===== src/rtl/multicycle_controller.sv =====
// multicycle_controller: main sequencing FSM for the multicycle RV32I datapath.
// Fetches, decodes and executes one instruction at a time through a fixed
// per-class state sequence. It is the only driver of the datapath selects and
// enables. Outputs are a Moore decode of the state, except that alu_control in
// EXECR/EXECI follows the funct fields and PC_write in BRANCH follows Zero.
module multicycle_controller (
  input  logic       clk,
  input  logic       reset,
  input  logic [6:0] op_code,
  input  logic [2:0] funct3,
  input  logic [6:0] funct7,
  input  logic       Zero,
  output logic       adr_src,
  output logic       mem_write,
  output logic       IR_write,
  output logic       reg_write,
  output logic       PC_write,
  output logic [1:0] result_src,
  output logic [1:0] alu_src_a,
  output logic [1:0] alu_src_b,
  output logic [2:0] imm_src,
  output logic [3:0] alu_control,
  output logic       illegal_op
);

  typedef enum logic [3:0] {
    FETCH    = 4'd0,
    FETCH2   = 4'd1,
    DECODE   = 4'd2,
    MEMADR   = 4'd3,
    MEMREAD  = 4'd4,
    MEMWAIT  = 4'd5,
    MEMWB    = 4'd6,
    MEMWRITE = 4'd7,
    EXECR    = 4'd8,
    EXECI    = 4'd9,
    ALUWB    = 4'd10,
    BRANCH   = 4'd11,
    JAL      = 4'd12,
    JALR     = 4'd13,
    JALR2    = 4'd14,
    UTYPE    = 4'd15
  } state_t;

  // Opcodes
  localparam logic [6:0] OP_LOAD   = 7'b0000011;
  localparam logic [6:0] OP_STORE  = 7'b0100011;
  localparam logic [6:0] OP_RTYPE  = 7'b0110011;
  localparam logic [6:0] OP_ITYPE  = 7'b0010011;
  localparam logic [6:0] OP_BRANCH = 7'b1100011;
  localparam logic [6:0] OP_JAL    = 7'b1101111;
  localparam logic [6:0] OP_JALR   = 7'b1100111;
  localparam logic [6:0] OP_LUI    = 7'b0110111;
  localparam logic [6:0] OP_AUIPC  = 7'b0010111;

  // ALU operations (shared encoding with alu)
  localparam logic [3:0] ALU_ADD   = 4'd0;
  localparam logic [3:0] ALU_SUB   = 4'd1;
  localparam logic [3:0] ALU_AND   = 4'd2;
  localparam logic [3:0] ALU_OR    = 4'd3;
  localparam logic [3:0] ALU_XOR   = 4'd4;
  localparam logic [3:0] ALU_SLT   = 4'd5;
  localparam logic [3:0] ALU_SLTU  = 4'd6;
  localparam logic [3:0] ALU_SLL   = 4'd7;
  localparam logic [3:0] ALU_SRL   = 4'd8;
  localparam logic [3:0] ALU_SRA   = 4'd9;
  localparam logic [3:0] ALU_PASSB = 4'd10;

  // Immediate formats (shared encoding with extend)
  localparam logic [2:0] IMM_I = 3'd0;
  localparam logic [2:0] IMM_S = 3'd1;
  localparam logic [2:0] IMM_B = 3'd2;
  localparam logic [2:0] IMM_J = 3'd3;
  localparam logic [2:0] IMM_U = 3'd4;

  state_t state_q;
  state_t state_d;

  // Only funct7[5] selects SUB/SRA; the other bits are don't-care here.
  logic funct7_unused;
  assign funct7_unused = ^{funct7[6], funct7[4:0]};

  // funct3 -> ALU op for register and immediate arithmetic.
  function automatic logic [3:0] arith_op(input logic [2:0] f3,
                                          input logic       sub_en,
                                          input logic       sra_en);
    logic [3:0] op;
    case (f3)
      3'b000:  op = sub_en ? ALU_SUB : ALU_ADD;
      3'b001:  op = ALU_SLL;
      3'b010:  op = ALU_SLT;
      3'b011:  op = ALU_SLTU;
      3'b100:  op = ALU_XOR;
      3'b101:  op = sra_en ? ALU_SRA : ALU_SRL;
      3'b110:  op = ALU_OR;
      3'b111:  op = ALU_AND;
      default: op = ALU_ADD;
    endcase
    return op;
  endfunction

  // State register with synchronous reset back to FETCH.
  always_ff @(posedge clk) begin
    if (reset) begin
      state_q <= FETCH;
    end else begin
      state_q <= state_d;
    end
  end

  // Next-state decode: fixed sequence per instruction class.
  always_comb begin
    state_d = state_q;
    if (reset) begin
      state_d = FETCH;
    end else begin
      case (state_q)
        FETCH:  state_d = FETCH2;
        FETCH2: state_d = DECODE;
        DECODE: begin
          case (op_code)
            OP_LOAD, OP_STORE: state_d = MEMADR;
            OP_RTYPE:          state_d = EXECR;
            OP_ITYPE:          state_d = EXECI;
            OP_BRANCH:         state_d = BRANCH;
            OP_JAL:            state_d = JAL;
            OP_JALR:           state_d = JALR;
            OP_LUI, OP_AUIPC:  state_d = UTYPE;
            default:           state_d = FETCH;
          endcase
        end
        MEMADR: begin
          if (op_code == OP_STORE) begin
            state_d = MEMWRITE;
          end else begin
            state_d = MEMREAD;
          end
        end
        MEMREAD:  state_d = MEMWAIT;
        MEMWAIT:  state_d = MEMWB;
        MEMWB:    state_d = FETCH;
        MEMWRITE: state_d = FETCH;
        EXECR:    state_d = ALUWB;
        EXECI:    state_d = ALUWB;
        ALUWB:    state_d = FETCH;
        BRANCH:   state_d = FETCH;
        JAL:      state_d = ALUWB;
        JALR:     state_d = JALR2;
        JALR2:    state_d = ALUWB;
        UTYPE:    state_d = ALUWB;
        default:  state_d = FETCH;
      endcase
    end
  end

  // Output decode; everything is held at 0 while reset is high.
  always_comb begin
    adr_src     = 1'b0;
    mem_write   = 1'b0;
    IR_write    = 1'b0;
    reg_write   = 1'b0;
    PC_write    = 1'b0;
    result_src  = 2'd0;
    alu_src_a   = 2'd0;
    alu_src_b   = 2'd0;
    imm_src     = IMM_I;
    alu_control = ALU_ADD;
    illegal_op  = 1'b0;
    if (reset) begin
      adr_src = 1'b0;
    end else begin
      case (state_q)
        FETCH: begin
          adr_src = 1'b0;
        end
        FETCH2: begin
          // PC <= PC + 4 while the IR and old_PC capture the fetch.
          IR_write   = 1'b1;
          PC_write   = 1'b1;
          alu_src_a  = 2'd0;
          alu_src_b  = 2'd2;
          result_src = 2'd2;
        end
        DECODE: begin
          // ALU_out <= old_PC + imm (branch / JAL target).
          alu_src_a = 2'd1;
          alu_src_b = 2'd1;
          case (op_code)
            OP_BRANCH: imm_src = IMM_B;
            OP_JAL:    imm_src = IMM_J;
            default:   imm_src = IMM_I;
          endcase
          case (op_code)
            OP_LOAD, OP_STORE, OP_RTYPE, OP_ITYPE, OP_BRANCH,
            OP_JAL, OP_JALR, OP_LUI, OP_AUIPC: illegal_op = 1'b0;
            default:                           illegal_op = 1'b1;
          endcase
        end
        MEMADR, MEMREAD, MEMWAIT, MEMWRITE: begin
          // Address operands stay applied so ALU_out keeps the address.
          alu_src_a = 2'd2;
          alu_src_b = 2'd1;
          if (op_code == OP_STORE) begin
            imm_src = IMM_S;
          end else begin
            imm_src = IMM_I;
          end
          if (state_q == MEMADR) begin
            adr_src = 1'b0;
          end else begin
            adr_src    = 1'b1;
            result_src = 2'd0;
          end
          if (state_q == MEMWRITE) begin
            mem_write = 1'b1;
          end else begin
            mem_write = 1'b0;
          end
        end
        MEMWB: begin
          result_src = 2'd1;
          reg_write  = 1'b1;
        end
        EXECR: begin
          alu_src_a   = 2'd2;
          alu_src_b   = 2'd0;
          alu_control = arith_op(funct3, funct7[5], funct7[5]);
        end
        EXECI: begin
          // Immediate forms have no SUB; funct7[5] only selects SRAI.
          alu_src_a   = 2'd2;
          alu_src_b   = 2'd1;
          imm_src     = IMM_I;
          alu_control = arith_op(funct3, 1'b0, funct7[5]);
        end
        ALUWB: begin
          result_src = 2'd0;
          reg_write  = 1'b1;
        end
        BRANCH: begin
          // Compare rs1/rs2; ALU_out already holds the target.
          alu_src_a  = 2'd2;
          alu_src_b  = 2'd0;
          result_src = 2'd0;
          case (funct3)
            3'b000: begin alu_control = ALU_SUB;  PC_write = Zero;  end
            3'b001: begin alu_control = ALU_SUB;  PC_write = ~Zero; end
            3'b100: begin alu_control = ALU_SLT;  PC_write = ~Zero; end
            3'b101: begin alu_control = ALU_SLT;  PC_write = Zero;  end
            3'b110: begin alu_control = ALU_SLTU; PC_write = ~Zero; end
            3'b111: begin alu_control = ALU_SLTU; PC_write = Zero;  end
            default: begin
              alu_control = ALU_ADD;
              PC_write    = 1'b0;
              illegal_op  = 1'b1;
            end
          endcase
        end
        JAL, JALR2: begin
          // PC <= ALU_out (target) while ALU_out becomes old_PC + 4.
          result_src = 2'd0;
          PC_write   = 1'b1;
          alu_src_a  = 2'd1;
          alu_src_b  = 2'd2;
        end
        JALR: begin
          alu_src_a = 2'd2;
          alu_src_b = 2'd1;
          imm_src   = IMM_I;
        end
        UTYPE: begin
          imm_src   = IMM_U;
          alu_src_b = 2'd1;
          if (op_code == OP_LUI) begin
            alu_control = ALU_PASSB;
          end else begin
            alu_src_a   = 2'd1;
            alu_control = ALU_ADD;
          end
        end
        default: begin
          adr_src = 1'b0;
        end
      endcase
    end
  end

endmodule


===== config.mk =====
export PLATFORM = sky130hd
export DESIGN_NAME = multicycle_controller
export DESIGN_NICKNAME = d
export VERILOG_FILES = /design/src/rtl/multicycle_controller.sv
export SDC_FILE = /design/constraint.sdc
export NUM_CORES = 1
export LEC_CHECK = 0
export ABC_AREA = 1
export BUFFER_PORTS_ARGS = -buffer_cell sky130_fd_sc_hd__buf_2
export CAP_MARGIN = 10
export CORE_ASPECT_RATIO = 0.9
export CORE_MARGIN = 10
export CORE_UTILIZATION = 47
export CTS_BUF_LIST = sky130_fd_sc_hd__clkbuf_4 sky130_fd_sc_hd__clkbuf_8 sky130_fd_sc_hd__clkbuf_16
export CTS_CLUSTER_DIAMETER = 120
export DETAILED_ROUTE_END_ITERATION = 8
export GPL_ROUTABILITY_DRIVEN = 0
export PLACE_DENSITY = 0.84
export SYNTH_ARGS = -nofsm -noshare
export SYNTH_HDL_FRONTEND = slang
export SYNTH_SLANG_ARGS = --single-unit

===== constraint.sdc =====
create_clock -name clk -period 2.3 [get_ports clk]
set_input_delay 0.345 -clock clk [delete_from_list [all_inputs] [get_ports clk]]
set_output_delay 0.345 -clock clk [all_outputs]
set_load 0.02 [all_outputs]

==> impl_metrics.tcl, run 1 <==
set metrics [dict create \
    cap_viol_max_count 0 \
    rows 13 \
    clockPowerShare 0.317 \
    yosysMostFrequentCell "nand2_1" \
    clock-root-buffer "clkbuf_4" \
    hold_viol_final 0 \
    regMostFlops "state_q" \
    async_flop_share 0 \
    min_from "reset" \
    initialDrtViolationCount 42 \
    final-seq-area_sq_um 80.08 \
    synth_area_sq_um 701.9 \
    run_status "complete, no violations" \
    synth_ff_type "dfxtp_1" \
    synth_top_cell_area_share 0.1658 \
    coreArea_sq_um 1431 \
    ys_types 24 \
    grt_pass1_wl_mm 3.726 \
    yosys-top-cells-count "31 x nand2_1, 21 x nor2_1, 18 x inv_1, 13 x a21oi_1, 10 x nand3_1" \
    post_cts_resized 0 \
    areaGrowthSynthToFinish_pct 26.56 \
    leakagePower_nw 0.4927 \
    grt_pass1_vias 890 \
    switching_share 0.4200 \
    setup-violations-final 0 \
    period_share 0.8571 \
    multi_input_area_sq_um 526.8 \
    seqPwrFrac 0.286 \
    cp-startpoint "state_q[3]$_SDFF_PP0_" \
    antenna_found_initial 0 \
    diodes 0 \
    port_buffers 32 \
    worstPathCellList "nand2_2 -> nor2_1 -> o21ai_0 -> o211ai_1 -> nand2_1 -> inv_1 -> buf_2" \
    synth_top_cells_by_area "nand2_1 17%, dfxtp_1 11%, nor2_1 11%, inv_1 9.6%, a21oi_1 9.3%" \
    end_kind "output port" \
    postCtsSetupBuffers 0 \
    dp_hpwl_mm 1.808 \
    ys_warn_count 0 \
    drc 0 \
    slew_viol_final 0 \
    timing.rr.start "state_q[1]$_SDFF_PP0_" \
    slowest_stage "dfxtp_1" \
    period_minus_slack_ns 1.971 \
    largest_reg_flops 4 \
    internal_power_mw 0.1710 \
    synth_edf_count 0 \
    place_inst 179 \
    first_pass_iters 4 \
    crit_path_start_kind "flop" \
    synth_seq_area_share 0.1141 \
    power_frac_comb 0.398 \
    fmax_ghz 0.5073 \
    postLayoutCoreUtil 0.6206 \
    cts_tree "yes" \
    cts_buffer_depth 2 \
    rr_worst_depth 5 \
    fin_skew_ns 0.008615 \
    whs_path_depth 2 \
    vdd_ir_drop_max_mv 0.3241 \
    gr-total-overflow 0 \
    synth_seq_cells 4 \
    relSlewSlack 0.7772 \
    ant_nets 0 \
    critPathMaxFanout 8 \
    die_h_um 56.66 \
    num_vias 1007 \
    track_usage 0.1321 \
    cpPeakStageDelay_ns 0.46 \
    finalNetCount 189 \
    initial_core_util 0.4904 \
    power-per-cell-area_nw_per_um2 331.9 \
    clock-sinks 4 \
    cp_top_family "flip-flops" \
    cp.required_ns 1.96 \
    viasPerCell 5.533 \
    cts_buffers 3 \
    worstSetupPathDepth 7 \
    top_regs "state_q: 4 flops" \
    num_io_pins 39 \
    grt_max_degree 16 \
    holdBufCountCts 0 \
    path_clk_slew_ns 0.04 \
    clock_latency_ns 0.25 \
    postSynthAreaPerCell_sq_um 5.238 \
    synth_top_area_cell "nand2_1" \
    die_area_sq_um 3441 \
    fin_cells 182 \
    tightestPinTransition_ns 0.3337 \
    nFillCells 149 \
    drive_gt1_frac 0.2814 \
    arrival_ns 1.63 \
    hold_class "primary input to flop" \
    wirelength_mm 2.246 \
    critPathBufInv 2 \
    p_switching_mw 0.1238 \
    htree_levels 1 \
    critPathKind "flop to output port" \
    wire_per_inst_um 12.34 \
    synthCells 134 \
    die_w_um 60.74 \
    setup_tns_ns 0 \
    whs_ns 0.4622 \
    syn_nets 154 \
    rsz0062_at_grt "no" \
]
## layout make-up
cell class              instances  area share
flip-flops and latches          4     0.09014
repair buffers                 32      0.1803
inverters                      21     0.09014
well taps                      15     0.02113
multi-input cells             107      0.5930
clock buffers                   3     0.02535
## cell families (layout without fill, tap and decap cells)
family / Yosys count / count (layout) / synth area share
compound gates: 29 / 29 / 0.2389
buf+inv: 23 / 56 / 0.1355
flops: 4 / 4 / 0.1141
simple gates: 78 / 78 / 0.5116
## metrics by stage
step,area (sq um),power [mW],setup slack [ns]
final,888.4,0.2948,0.3287
after global routing,888.4,0.3176,0.1361
after floorplan,701.9,0.1602,0.7201
after global placement,865.8,0.1989,0.5729
after detailed placement,865.8,0.2011,0.5648
after CTS,888.4,0.2978,0.3468
## routing by layer
layer	wire [um]	vias to the layer above	global-route usage	part of all wire
li1	-	515	-	-
met1	993	434	0.1623	0.44
met2	959	52	0.1965	0.43
met3	247	6	0.04494	0.11
met4	46	0	0.06270	0.020
met5	0	-	0	0
## worst reg2reg max path, cell delays in order (launching register included)
cell and delay [ns]:
dfxtp_1 0.50, inv_2 0.11, o21ai_0 0.24, nand2_1 0.09
a21oi_1 0.13, a21oi_1 0.07
## power groups by stage
stage / clock (mW) / combinational (mW) / sequential (mW)
floorplan: 0 / 0.0775 / 0.0827
global placement: 0 / 0.114 / 0.0848
detailed placement: 0 / 0.116 / 0.0849
CTS: 0.0976 / 0.116 / 0.0838
global route: 0.101 / 0.132 / 0.0845
finish: 0.0934 / 0.117 / 0.0842
## path summary, 6_finish.rpt
path	end	slack, ns
setup / recovery	alu_control[0]	0.33
hold / removal	state_q[3]$_SDFF_PP0_	0.46
setup reg to reg	state_q[1]$_SDFF_PP0_	1.02
hold reg to reg	state_q[3]$_SDFF_PP0_	0.65
## cells in the final DEF (no fill, tap or decap)
master	instances
a21oi_1	13
a31oi_1	1
a32oi_1	1
buf_2	32
clkbuf_4	3
clkinv_2	1
dfxtp_1	4
inv_1	18
inv_2	2
nand2_1	31
nand2_2	1
nand2_4	1
nand3_1	10
nand4_1	5
nor2_1	21
nor2_2	2
nor2_4	2
nor3_1	4
nor3_2	1
o211ai_1	2
o21ai_0	4
o21ai_1	2
o21ai_2	2
o22ai_1	4
No activity file was read; power rests on OpenSTA's default activity.
==> run 2, diff against run 1 <==
--- a/config.mk
+++ b/config.mk
@@ -9,7 +9,7 @@
 export BUFFER_PORTS_ARGS = -buffer_cell sky130_fd_sc_hd__buf_2
 export CAP_MARGIN = 10
 export CORE_ASPECT_RATIO = 0.9
-export CORE_MARGIN = 10
+export CORE_MARGIN = 4
 export CORE_UTILIZATION = 47
 export CTS_BUF_LIST = sky130_fd_sc_hd__clkbuf_4 sky130_fd_sc_hd__clkbuf_8 sky130_fd_sc_hd__clkbuf_16
 export CTS_CLUSTER_DIAMETER = 120
==> impl_metrics.tcl, run 2 (synthesized netlist as in run 1, its figures left out) <==
set metrics [dict create \
    cts_tree "yes" \
    whs_path_depth 2 \
    ant_nets 0 \
    clock-root-buffer "clkbuf_4" \
    whs_ns 0.4670 \
    r2r-end "state_q[0]$_SDFF_PP0_" \
    setup_tns_ns 0 \
    largest_reg_flops 4 \
    vdd_ir_drop_max_mv 0.2266 \
    die_w_um 48.74 \
    hold-path-endpoint "state_q[1]$_SDFF_PP0_" \
    worstPathCellList "nand2_2 -> nor2_1 -> o21ai_0 -> o211ai_1 -> nand2_1 -> inv_1 -> buf_2" \
    run_status "complete, no violations" \
    rsz0062_at_grt "no" \
    cp.required_ns 1.96 \
    cts_buffers 3 \
    antenna_found_initial 0 \
    finalNetCount 189 \
    die_area_sq_um 2177 \
    port_buffers 32 \
    relSlewSlack 0.7793 \
    rr_worst_depth 4 \
    critPathBufInv 2 \
    clock-sinks 4 \
    diodes 0 \
    initial_core_util 0.5312 \
    grt_pass1_vias 821 \
    tightestPinTransition_ns 0.3306 \
    cp_top_family "flip-flops" \
    timing.rr.start "state_q[0]$_SDFF_PP0_" \
    num_vias 994 \
    layout_commonest_cell "buf_2" \
    coreArea_sq_um 1321 \
    path_clk_slew_ns 0.04 \
    top_regs "state_q: 4 flops" \
    gr-total-overflow 0 \
    drc 0 \
    critPathKind "flop to output port" \
    dp_hpwl_mm 1.743 \
    fmax_ghz 0.5048 \
    first_pass_iters 4 \
    regMostFlops "state_q" \
    slowest_stage "dfxtp_1" \
    hold_viol_final 0 \
    min_from "reset" \
    cpPeakStageDelay_ns 0.46 \
    end_kind "output port" \
    track_usage 0.1984 \
    critPathMaxFanout 8 \
    die_h_um 44.66 \
    power-per-cell-area_nw_per_um2 327.7 \
    period_minus_slack_ns 1.981 \
    grt_max_degree 16 \
    leakagePower_nw 0.4927 \
    rows 12 \
    postCtsSetupBuffers 0 \
    holdBufCountCts 0 \
    wire_per_inst_um 11.80 \
    slew_viol_final 0 \
    layout_common_cells "32 x buf_2, 31 x nand2_1, 21 x nor2_1, 18 x inv_1, 13 x a21oi_1" \
    regToRegSetupSlack_ns 1.10 \
    arrival_ns 1.64 \
    viasPerCell 5.492 \
    htree_levels 1 \
    crit_path_start_kind "flop" \
    initialDrtViolationCount 47 \
    finalWorstSetupSlack_ns 0.3190 \
    setup-violations-final 0 \
    preCtsSetupSlack_ns 0.5007 \
    wirelength_mm 2.136 \
    clock_latency_ns 0.24 \
    hold_class "primary input to flop" \
    period_share 0.8613 \
    fin_skew_ns 0.001424 \
    drive_gt1_frac 0.2814 \
    cap_viol_max_count 0 \
    areaGrowthSynthToFinish_pct 26.38 \
    post_cts_resized 0 \
    cts_buffer_depth 2 \
    grt_pass1_wl_mm 3.484 \
    num_io_pins 39 \
]
==> run 2: cell counts in the layout (fill, tap and decap cells not counted) <==
Identical to the previous run, type by type.
==> run 2: cell type report <==
cell class                      instances  area (sq um)
Inverter                               21         80.08
Clock buffer                            3         22.52
Tap cell                               14         17.52
Sequential cell                         4         80.08
Multi-Input combinational cell        107         526.8
Fill cell                             139         434.2
Timing Repair Buffer                   32         160.2
==> run 2: how the worst max path moves through the flow <==
| stage | start | end | slack (ns) | depth (start not counted) |
|---|---|---|---|---|
| 2_1_floorplan | op_code[1] | imm_src[0] | 0.72 | 6 |
| 3_3_place_gp | op_code[2] | imm_src[0] | 0.59 | 9 |
| 3_5_place_dp | op_code[2] | imm_src[0] | 0.50 | 9 |
| 4_1_cts | state_q[3]$_SDFF_PP0_ | alu_control[0] | 0.33 | 7 |
| 5_1_grt | state_q[3]$_SDFF_PP0_ | alu_control[0] | 0.14 | 7 |
| 6_report | state_q[3]$_SDFF_PP0_ | alu_control[0] | 0.32 | 7 |
==> run 2: where the power goes <==
part / total, mW / internal (mW) / switching [mW]
clock: 0.0895 / 0.0585 / 0.0310
combinational: 0.117 / 0.0382 / 0.0793
sequential: 0.0838 / 0.0741 / 0.00964
total: 0.291 / 0.171 / 0.120
==> run 2: per-layer routing <==
metal | vias up | track usage | share of wire
li1 | 519 | - | -
met1 | 420 | 0.2663 | 0.44
met2 | 51 | 0.3073 | 0.44
met3 | 4 | 0.03367 | 0.097
met4 | 0 | 0.09677 | 0.018
met5 | - | 0 | 0
==> run 2: metrics by stage <==
stage / power (mW) / util / area, sq um / cells
after floorplan: 0.1602 / - / 701.9 / 134
after global placement: 0.1976 / 0.6544 / 864.6 / 178
after detailed placement: 0.2009 / 0.6544 / 864.6 / 178
after CTS: 0.2920 / 0.6714 / 887.1 / 181
after global routing: 0.3133 / 0.6714 / 887.1 / 181
final: 0.2907 / 0.6714 / 887.1 / 181
==> run 3, diff against run 2 <==
--- a/config.mk
+++ b/config.mk
@@ -9,7 +9,6 @@
 export BUFFER_PORTS_ARGS = -buffer_cell sky130_fd_sc_hd__buf_2
 export CAP_MARGIN = 10
 export CORE_ASPECT_RATIO = 0.9
-export CORE_MARGIN = 4
 export CORE_UTILIZATION = 47
 export CTS_BUF_LIST = sky130_fd_sc_hd__clkbuf_4 sky130_fd_sc_hd__clkbuf_8 sky130_fd_sc_hd__clkbuf_16
 export CTS_CLUSTER_DIAMETER = 120
==> impl_metrics.tcl, run 3 (synthesized netlist as in run 1, its figures left out) <==
set metrics [dict create \
    run_status "complete, no violations" \
    port_buffers 32 \
    cts_buffers 3 \
    relSlewSlack 0.7785 \
    fin_area_sq_um 887.1 \
    viasPerCell 5.619 \
    initial_core_util 0.5374 \
    period_minus_slack_ns 1.961 \
    setup_tns_ns 0 \
    gr-total-overflow 0 \
    hold_viol_final 0 \
    setup-violations-final 0 \
    critPathKind "flop to output port" \
    areaGrowthSynthToFinish_pct 26.38 \
    htree_levels 1 \
    power-per-cell-area_nw_per_um2 326.3 \
    wirelength_mm 1.999 \
    finalNetCount 189 \
    finalWorstSetupSlack_ns 0.3388 \
    cts_buffer_depth 2 \
    worstPathCellList "nand2_2 -> nor2_1 -> o21ai_0 -> o211ai_1 -> nand2_1 -> inv_1 -> buf_2" \
    path_clk_slew_ns 0.04 \
    leakagePower_nw 0.4927 \
    clock-sinks 4 \
    preCtsSetupSlack_ns 0.5383 \
    fin_cells 181 \
    tightestPinTransition_ns 0.3318 \
    place_inst 178 \
    slew_viol_final 0 \
    fin_skew_ns 0.001561 \
    holdBufCountCts 0 \
    critPathMaxFanout 8 \
    grt_pass1_vias 877 \
    end_kind "output port" \
    cts_tree "yes" \
    slowest_stage "dfxtp_1" \
    ant_nets 0 \
    period_share 0.8527 \
    top_regs "state_q: 4 flops" \
    drc 0 \
    rows 12 \
    post_cts_resized 0 \
    layout_commonest_cell "buf_2" \
    cp.required_ns 1.96 \
    wire_per_inst_um 11.04 \
    initialDrtViolationCount 39 \
    first_pass_iters 5 \
    die_area_sq_um 1652 \
    postLayoutCoreUtil 0.6791 \
    post_dp_cell_area_sq_um 864.6 \
    vdd_ir_drop_max_mv 0.3119 \
    drive_gt1_frac 0.2814 \
    antenna_found_initial 0 \
    arrival_ns 1.62 \
    dp_hpwl_mm 1.580 \
    track_usage 0.2763 \
    grt_max_degree 16 \
    postCtsSetupBuffers 0 \
    whs_ns 0.4630 \
    clock_latency_ns 0.24 \
    coreArea_sq_um 1306 \
    diodes 0 \
    grt_pass1_wl_mm 3.539 \
    hold_class "primary input to flop" \
    largest_reg_flops 4 \
    layout_common_cells "32 x buf_2, 31 x nand2_1, 21 x nor2_1, 18 x inv_1, 13 x a21oi_1" \
    die_w_um 42.74 \
    clock-root-buffer "clkbuf_4" \
    die_h_um 38.66 \
    regMostFlops "state_q" \
    fmax_ghz 0.5099 \
    rsz0062_at_grt "no" \
    total_power_mw 0.2894 \
    cap_viol_max_count 0 \
    num_io_pins 39 \
    crit_path_start_kind "flop" \
    cpPeakStageDelay_ns 0.47 \
    num_vias 1017 \
]
==> run 3: cell counts in the layout (fill, tap and decap cells not counted) <==
No cell type changed its count.
==> run 3: layer usage <==
layer	track usage	vias up	routed length, um
li1	-	519	-
met5	0	-	0
met2	0.5076	68	950
met1	0.3315	428	851
met4	0.06250	0	4
met3	0.05607	2	193
==> run 3: report_power, final <==
group / switching [mW] / total, mW / internal, mW
Sequential: 0.00984 / 0.0840 / 0.0741
Combinational: 0.0783 / 0.117 / 0.0382
Clock: 0.0305 / 0.0890 / 0.0585
Total: 0.119 / 0.289 / 0.171
==> run 3: worst paths after layout <==
check                              from               endpoint  slack (ns)  cells after the start
setup / recovery  state_q[3]$_SDFF_PP0_         alu_control[0]        0.34                      7
hold / removal                    reset  state_q[1]$_SDFF_PP0_        0.46                      2
setup reg to reg  state_q[1]$_SDFF_PP0_  state_q[1]$_SDFF_PP0_        1.08                      5
hold reg to reg   state_q[3]$_SDFF_PP0_  state_q[3]$_SDFF_PP0_        0.64                      2
==> run 3: cell type report <==
cell class,instances,area (sq um)
Tap cell,14,17.52
Timing Repair Buffer,32,160.2
Multi-Input combinational cell,107,526.8
Clock buffer,3,22.52
Fill cell,134,419.2
Inverter,21,80.08
Sequential cell,4,80.08
==> run 3: critical path: cells and delay by family (launching register included) <==
family | cells | cell delay (ns)
DFF | 1 | 0.47
and+or+nand+nor | 3 | 0.41
buffers and inverters | 2 | 0.20
AOI/OAI and AO/OA | 2 | 0.30
